$ cat src/rtl/switch_allocator.sv
// switch_allocator
//   Switch allocator and output-credit tracker for the 5-port wormhole router.
//   Each input shows one head-of-line flit. Each output picks a winner by
//   round robin among head flits. A multi-flit packet then keeps the output
//   until its tail flit has passed. A flit is granted only when the downstream
//   buffer has a free credit. Grants, crossbar valids and selects come from
//   combinational logic, so an input is popped in the same cycle it is granted.
//
// Ports
//   i_clk          clock
//   i_rst          synchronous active-high reset
//   i_req_valid    [PORT_NUM]          input i has a head-of-line flit
//   i_req_dest     [PORT_NUM*PORT_W]   destination of input i, slice i
//   i_req_head     [PORT_NUM]          flit is a head flit
//   i_req_tail     [PORT_NUM]          flit is a tail flit (head+tail = single flit)
//   i_credit_ret   [PORT_NUM]          downstream of output o freed one slot
//   o_grant        [PORT_NUM]          input i traverses / pops this cycle
//   o_xbar_valid   [PORT_NUM]          output o carries a flit this cycle
//   o_xbar_sel     [PORT_NUM*PORT_W]   source input for output o, 0 when idle
//   o_credit_cnt   [PORT_NUM*CRED_W]   current credits per output
//   o_err          sticky protocol-error flag
module switch_allocator #(
  parameter  int PORT_NUM   = 5,
  parameter  int CREDIT_MAX = 4,
  localparam int PORT_W     = $clog2(PORT_NUM),
  localparam int CRED_W     = $clog2(CREDIT_MAX + 1)
) (
  input  logic                       i_clk,
  input  logic                       i_rst,
  input  logic [PORT_NUM-1:0]        i_req_valid,
  input  logic [PORT_NUM*PORT_W-1:0] i_req_dest,
  input  logic [PORT_NUM-1:0]        i_req_head,
  input  logic [PORT_NUM-1:0]        i_req_tail,
  input  logic [PORT_NUM-1:0]        i_credit_ret,
  output logic [PORT_NUM-1:0]        o_grant,
  output logic [PORT_NUM-1:0]        o_xbar_valid,
  output logic [PORT_NUM*PORT_W-1:0] o_xbar_sel,
  output logic [PORT_NUM*CRED_W-1:0] o_credit_cnt,
  output logic                       o_err
);

  // Per-output registered state
  logic              r_lock   [PORT_NUM];
  logic [PORT_W-1:0] r_owner  [PORT_NUM];
  logic [PORT_W-1:0] r_rr_ptr [PORT_NUM];
  logic [CRED_W-1:0] r_credit [PORT_NUM];
  logic              r_err;

  // Request decode
  logic [PORT_W-1:0]   w_dest   [PORT_NUM];
  logic [PORT_NUM-1:0] w_dest_ok;
  logic [PORT_NUM-1:0] w_req_to [PORT_NUM];   // w_req_to[o][i]: input i wants output o

  // Arbitration result per output
  logic [PORT_NUM-1:0] w_out_vld;
  logic [PORT_W-1:0]   w_out_src [PORT_NUM];
  logic [PORT_NUM-1:0] w_grant;

  // Error sources
  logic w_err_dest;
  logic w_err_body;
  logic w_err_ovf;
  logic w_err_any;

  // (base + k) mod PORT_NUM for base < PORT_NUM and 0 <= k < PORT_NUM.
  function automatic logic [PORT_W-1:0] wrap_idx(input logic [PORT_W-1:0] base,
                                                 input int k);
    int s;
    s = int'(base) + k;
    if (s >= PORT_NUM) s = s - PORT_NUM;
    return PORT_W'(s);
  endfunction

  always_comb begin
    for (int i = 0; i < PORT_NUM; i++) begin
      w_dest[i]    = i_req_dest[i*PORT_W +: PORT_W];
      w_dest_ok[i] = int'(w_dest[i]) < PORT_NUM;
    end
    for (int o = 0; o < PORT_NUM; o++) begin
      w_req_to[o] = '0;
      for (int i = 0; i < PORT_NUM; i++) begin
        w_req_to[o][i] = i_req_valid[i] && w_dest_ok[i] && (int'(w_dest[i]) == o);
      end
    end
  end

  // Per-output arbitration. A locked output serves only its owner; a free
  // output scans head flits upward from its round-robin pointer. With no
  // credit nothing is granted, so the pointer also stays put.
  always_comb begin
    for (int o = 0; o < PORT_NUM; o++) begin
      w_out_vld[o] = 1'b0;
      w_out_src[o] = '0;
      if (r_credit[o] != '0) begin
        if (r_lock[o]) begin
          if (w_req_to[o][r_owner[o]]) begin
            w_out_vld[o] = 1'b1;
            w_out_src[o] = r_owner[o];
          end
        end else begin
          for (int k = 0; k < PORT_NUM; k++) begin
            if (!w_out_vld[o] && w_req_to[o][wrap_idx(r_rr_ptr[o], k)]
                && i_req_head[wrap_idx(r_rr_ptr[o], k)]) begin
              w_out_vld[o] = 1'b1;
              w_out_src[o] = wrap_idx(r_rr_ptr[o], k);
            end
          end
        end
      end
    end
  end

  // Each input names one destination, so at most one output selects it.
  always_comb begin
    w_grant = '0;
    for (int o = 0; o < PORT_NUM; o++) begin
      if (w_out_vld[o]) w_grant[w_out_src[o]] = 1'b1;
    end
  end

  always_comb begin
    w_err_dest = |(i_req_valid & ~w_dest_ok);
    w_err_body = 1'b0;
    w_err_ovf  = 1'b0;
    for (int o = 0; o < PORT_NUM; o++) begin
      if (!r_lock[o] && |(w_req_to[o] & ~i_req_head)) w_err_body = 1'b1;
      if (i_credit_ret[o] && !w_out_vld[o] && (r_credit[o] == CRED_W'(CREDIT_MAX)))
        w_err_ovf = 1'b1;
    end
    w_err_any = w_err_dest | w_err_body | w_err_ovf;
  end

  // Outputs are held quiet while reset is asserted.
  always_comb begin
    o_grant      = i_rst ? '0 : w_grant;
    o_xbar_valid = i_rst ? '0 : w_out_vld;
    o_xbar_sel   = '0;
    o_credit_cnt = '0;
    for (int o = 0; o < PORT_NUM; o++) begin
      if (!i_rst && w_out_vld[o]) o_xbar_sel[o*PORT_W +: PORT_W] = w_out_src[o];
      o_credit_cnt[o*CRED_W +: CRED_W] = r_credit[o];
    end
    o_err = r_err;
  end

  always_ff @(posedge i_clk) begin
    if (i_rst) begin
      for (int o = 0; o < PORT_NUM; o++) begin
        r_lock[o]   <= 1'b0;
        r_owner[o]  <= '0;
        r_rr_ptr[o] <= '0;
        r_credit[o] <= CRED_W'(CREDIT_MAX);
      end
      r_err <= 1'b0;
    end else begin
      for (int o = 0; o < PORT_NUM; o++) begin
        // A grant and a returned credit in the same cycle cancel out.
        case ({w_out_vld[o], i_credit_ret[o]})
          2'b10:   r_credit[o] <= r_credit[o] - CRED_W'(1);
          2'b01: begin
            if (r_credit[o] != CRED_W'(CREDIT_MAX)) r_credit[o] <= r_credit[o] + CRED_W'(1);
          end
          default: ;
        endcase

        if (w_out_vld[o]) begin
          if (!r_lock[o]) begin
            r_rr_ptr[o] <= wrap_idx(w_out_src[o], 1);
            if (!i_req_tail[w_out_src[o]]) begin
              r_lock[o]  <= 1'b1;
              r_owner[o] <= w_out_src[o];
            end
          end else if (i_req_tail[w_out_src[o]]) begin
            r_lock[o] <= 1'b0;
          end
        end
      end
      if (w_err_any) r_err <= 1'b1;
    end
  end

endmodule

$ cat config.mk
export PLATFORM = sky130hd
export DESIGN_NAME = switch_allocator
export DESIGN_NICKNAME = d
export VERILOG_FILES = /design/src/rtl/switch_allocator.sv
export SDC_FILE = /design/constraint.sdc
export NUM_CORES = 1
export LEC_CHECK = 0
export ABC_AREA = 1
export CELL_PAD_IN_SITES_DETAIL_PLACEMENT = 0
export CELL_PAD_IN_SITES_GLOBAL_PLACEMENT = 1
export CORE_MARGIN = 2
export CORE_UTILIZATION = 35
export CTS_CLUSTER_SIZE = 20
export DETAILED_ROUTE_END_ITERATION = 10
export PLACE_DENSITY = 0.68
export SLEW_MARGIN = 0
export SYNTH_ARGS = -nofsm -noshare
export SYNTH_HDL_FRONTEND = slang
export SYNTH_SLANG_ARGS = --single-unit
$ cat constraint.sdc
create_clock -name i_clk -period 4.9 [get_ports i_clk]
set_clock_uncertainty 0.1 [all_clocks]
set_input_delay 0.98 -clock i_clk [delete_from_list [all_inputs] [get_ports i_clk]]
set_output_delay 0.98 -clock i_clk [all_outputs]
set_load 0.1 [all_outputs]
==> results.yml <==
synth:
  synth_top_area_share_pct: 18.5
  synthDistinctLibCells: 58
  ys_seq_area_share_pct: 16.6
  synthCells: 1554
  synth_ff_type: "edfxtp_1"
  synth.avg_cell_area_sq_um: 5.86
  ys_seq_elements: 51
  synth_edf_count: 49
  synth.area.top_cells: "nand2_1, edfxtp_1, nand3_1, inv_1, ha_1"
  syn_area_sq_mm: 0.00910
  syn_nets: 1650
  postSynth.asyncResetShare_pct: 0
  synth_largest_area_cell: "nand2_1"
  yosys_warnings: 0
global_route:
  busiest_layer: "met2"
  grt_max_degree: 19
  overflow: 0
  grt_use_met2_pct: 39.3
  grt_pass1_vias: 10206
  gr-usage-met3_pct: 2.47
  antenna_found_initial: 0
  grt_pass1_wl_microns: 53200
  met1_usage_pct: 36.6
  grtUsageTotal_pct: 24.7
hold_path:
  hp-class: "flop to flop"
  hp-start: "r_lock[4]"
  min_to: "r_lock[4]"
  whs_path_depth: 2
clock_tree:
  hold_buffers: 0
  clock_sinks: 51
  clk_pin_slew_ns: 0.07
  clock_latency_ns: 0.31
  cts-root-buf: "clkbuf_16"
  cts_tree: "done"
  cts_buffers: 5
  clockBufferDepth: 2
  htree_levels: 2
cells_and_area:
  nets: 1955
  most-common-layout-cells: "nand2_1, buf_4, nand3_1"
  antenna_cells: 0
  drive_above_1_share_pct: 30.2
  fin_area_sq_mm: 0.0133
  final_core_util_pct: 51.5
  fillers: 2640
  multiInputGateArea_sq_mm: 0.00736
  layout.area.seq_sq_mm: 0.00151
  mostFrequentLayoutCell: "nand2_1"
  syn_to_final_growth_pct: 45.8
placed_design:
  place_congestion: 0.895
  io_buffer_count: 77
  pre_cts_slack_ns: -0.214
  hpwlAfterDp_microns: 28300
  dpl_cell_area_sq_mm: 0.0121
floorplanning:
  core_sq_mm: 0.0258
  die_area_sq_mm: 0.0273
  die_x_microns: 165
  die_y_microns: 165
  ios: 78
  rows: 59
  start_util_pct: 35.3
setup_path:
  critPathKind: "flop to output pin"
  crit_start: "r_rr_ptr[0][12]"
  required_ns: 3.82
  crit_arrival_ns: 3.68
  ff2ff_path_depth: 23
  timing.rr.end: "r_rr_ptr[0][7]"
  cp_max_fo: 5
  rrSetupSlack_ns: 0.75
  rr_startpoint: "r_rr_ptr[0][1]"
  end_kind: "output pin"
  worst_setup_path_start_kind: "flop"
detailed_routing:
  viasPerCell: 5.09
  drt_iter0_drc: 724
  drtPass1Iterations: 7
  drtAntennaViolNets: 0
  wl_per_cell_microns: 15.6
  drc: 0
  wirelength_microns: 34300
  num_vias: 11166
sta:
  max_freq_mhz: 210
  rsz0062_at_grt: "true"
  setup_slack_ns: 0.143
  slew_viol_final: 0
  hold_viol_final: 0
  hold_slack_ns: 0.487
  period_needed_ns: 4.76
  setup_violations: 0
  fin_crit_sh_pct: 97.1
  worstMarginPinSlew_ns: 0.980
  relSlewSlack_pct: 34.5
outcome:
  status: "finished clean"
flow_run:
  drv_cap: 0
## synth_stat cells, drive strengths merged, types with 2 or more instances
library cell,n
xnor2,7
a31oi,6
fa,9
a21oi,48
nor4,5
o211ai,11
o21a,2
nor3,19
nand2,487
nand4,55
ha,50
nand3b,10
inv,235
or2,8
o21ai,74
a32oi,2
clkinv,5
edfxtp,49
buf,14
clkbuf,4
o22ai,15
xor2,13
dfxtp,2
nand3,221
nor2,191
o21bai,2
## worst max path at each step
stage | cells after the start | end
finish | 24 | o_grant[0]
detailed placement | 20 | o_grant[3]
CTS | 18 | o_grant[2]
global placement | 20 | o_grant[3]
global route | 24 | o_grant[0]
floorplan | 18 | o_xbar_sel[12]
## state kept, by name, indices dropped and copies added (netlist names)
| name | flops |
|---|---|
| o_err | 1 |
| r_rr_ptr | 15 |
| r_credit | 15 |
| r_owner | 15 |
| r_lock | 5 |
## worst max-delay path, cell delays in order (launching register included)
cell	delay [ns]
edfxtp_1	0.43
inv_4	0.10
ha_1	0.19
inv_1	0.07
fa_2	0.37
inv_2	0.08
nand2_2	0.08
nand2_1	0.06
o21ai_1	0.07
buf_4	0.15
nand3_1	0.07
nand2_1	0.09
a21oi_2	0.21
nand3_2	0.13
nor2_4	0.13
nand3_1	0.09
nand2_1	0.10
nor2_2	0.06
nor2_4	0.20
nor2_4	0.07
a32oi_2	0.20
nand3_2	0.12
nand2_2	0.09
inv_2	0.05
buf_12	0.16
## layout make-up
type / count / share of cell area (%)
Sequential cell: 51 / 11.4
Timing Repair Buffer: 316 / 21.9
Tap cell: 335 / 3.16
Multi-Input combinational cell: 1245 / 55.5
Clock inverter: 3 / 0.292
Clock buffer: 5 / 0.943
Inverter: 240 / 6.83
## per-layer routing
layer	up-vias	share of wire (%)
li1	5732	-
met1	5155	50
met2	258	44
met3	21	4.9
met4	0	0.95
met5	-	0
## cells by family (layout without fill, tap and decap cells)
logic type	Yosys count	in the layout	synth area share (%)
and+or+nand+nor	996	996	50.6
xor gates and xnor gates	20	20	1.92
adders and majority gates	59	59	8.85
buffers and inverters	258	564	11.1
AOI/OAI and AO/OA	170	170	10.9
DFF	51	51	16.6
## through the flow
step | TNS (ns) | instances
floorplan | -0.236 | 1554
global placement | -1.04 | 2152
detailed placement | -0.859 | 2152
CTS | -0.0500 | 2167
global route | -0.122 | 2195
finish | 0 | 2195
## what timing repair did
action                                 in CTS  in global routing
endpoints found under the hold margin       0                  0
pin swaps                                  17                 52
resized for setup                          71                144
setup buffers                               7                 28
setup endpoints to repair                   8                 21
Power is left out: the tool's default activity adds up to more than one toggle a clock period on the data nets, which glitch-free logic cannot reach.
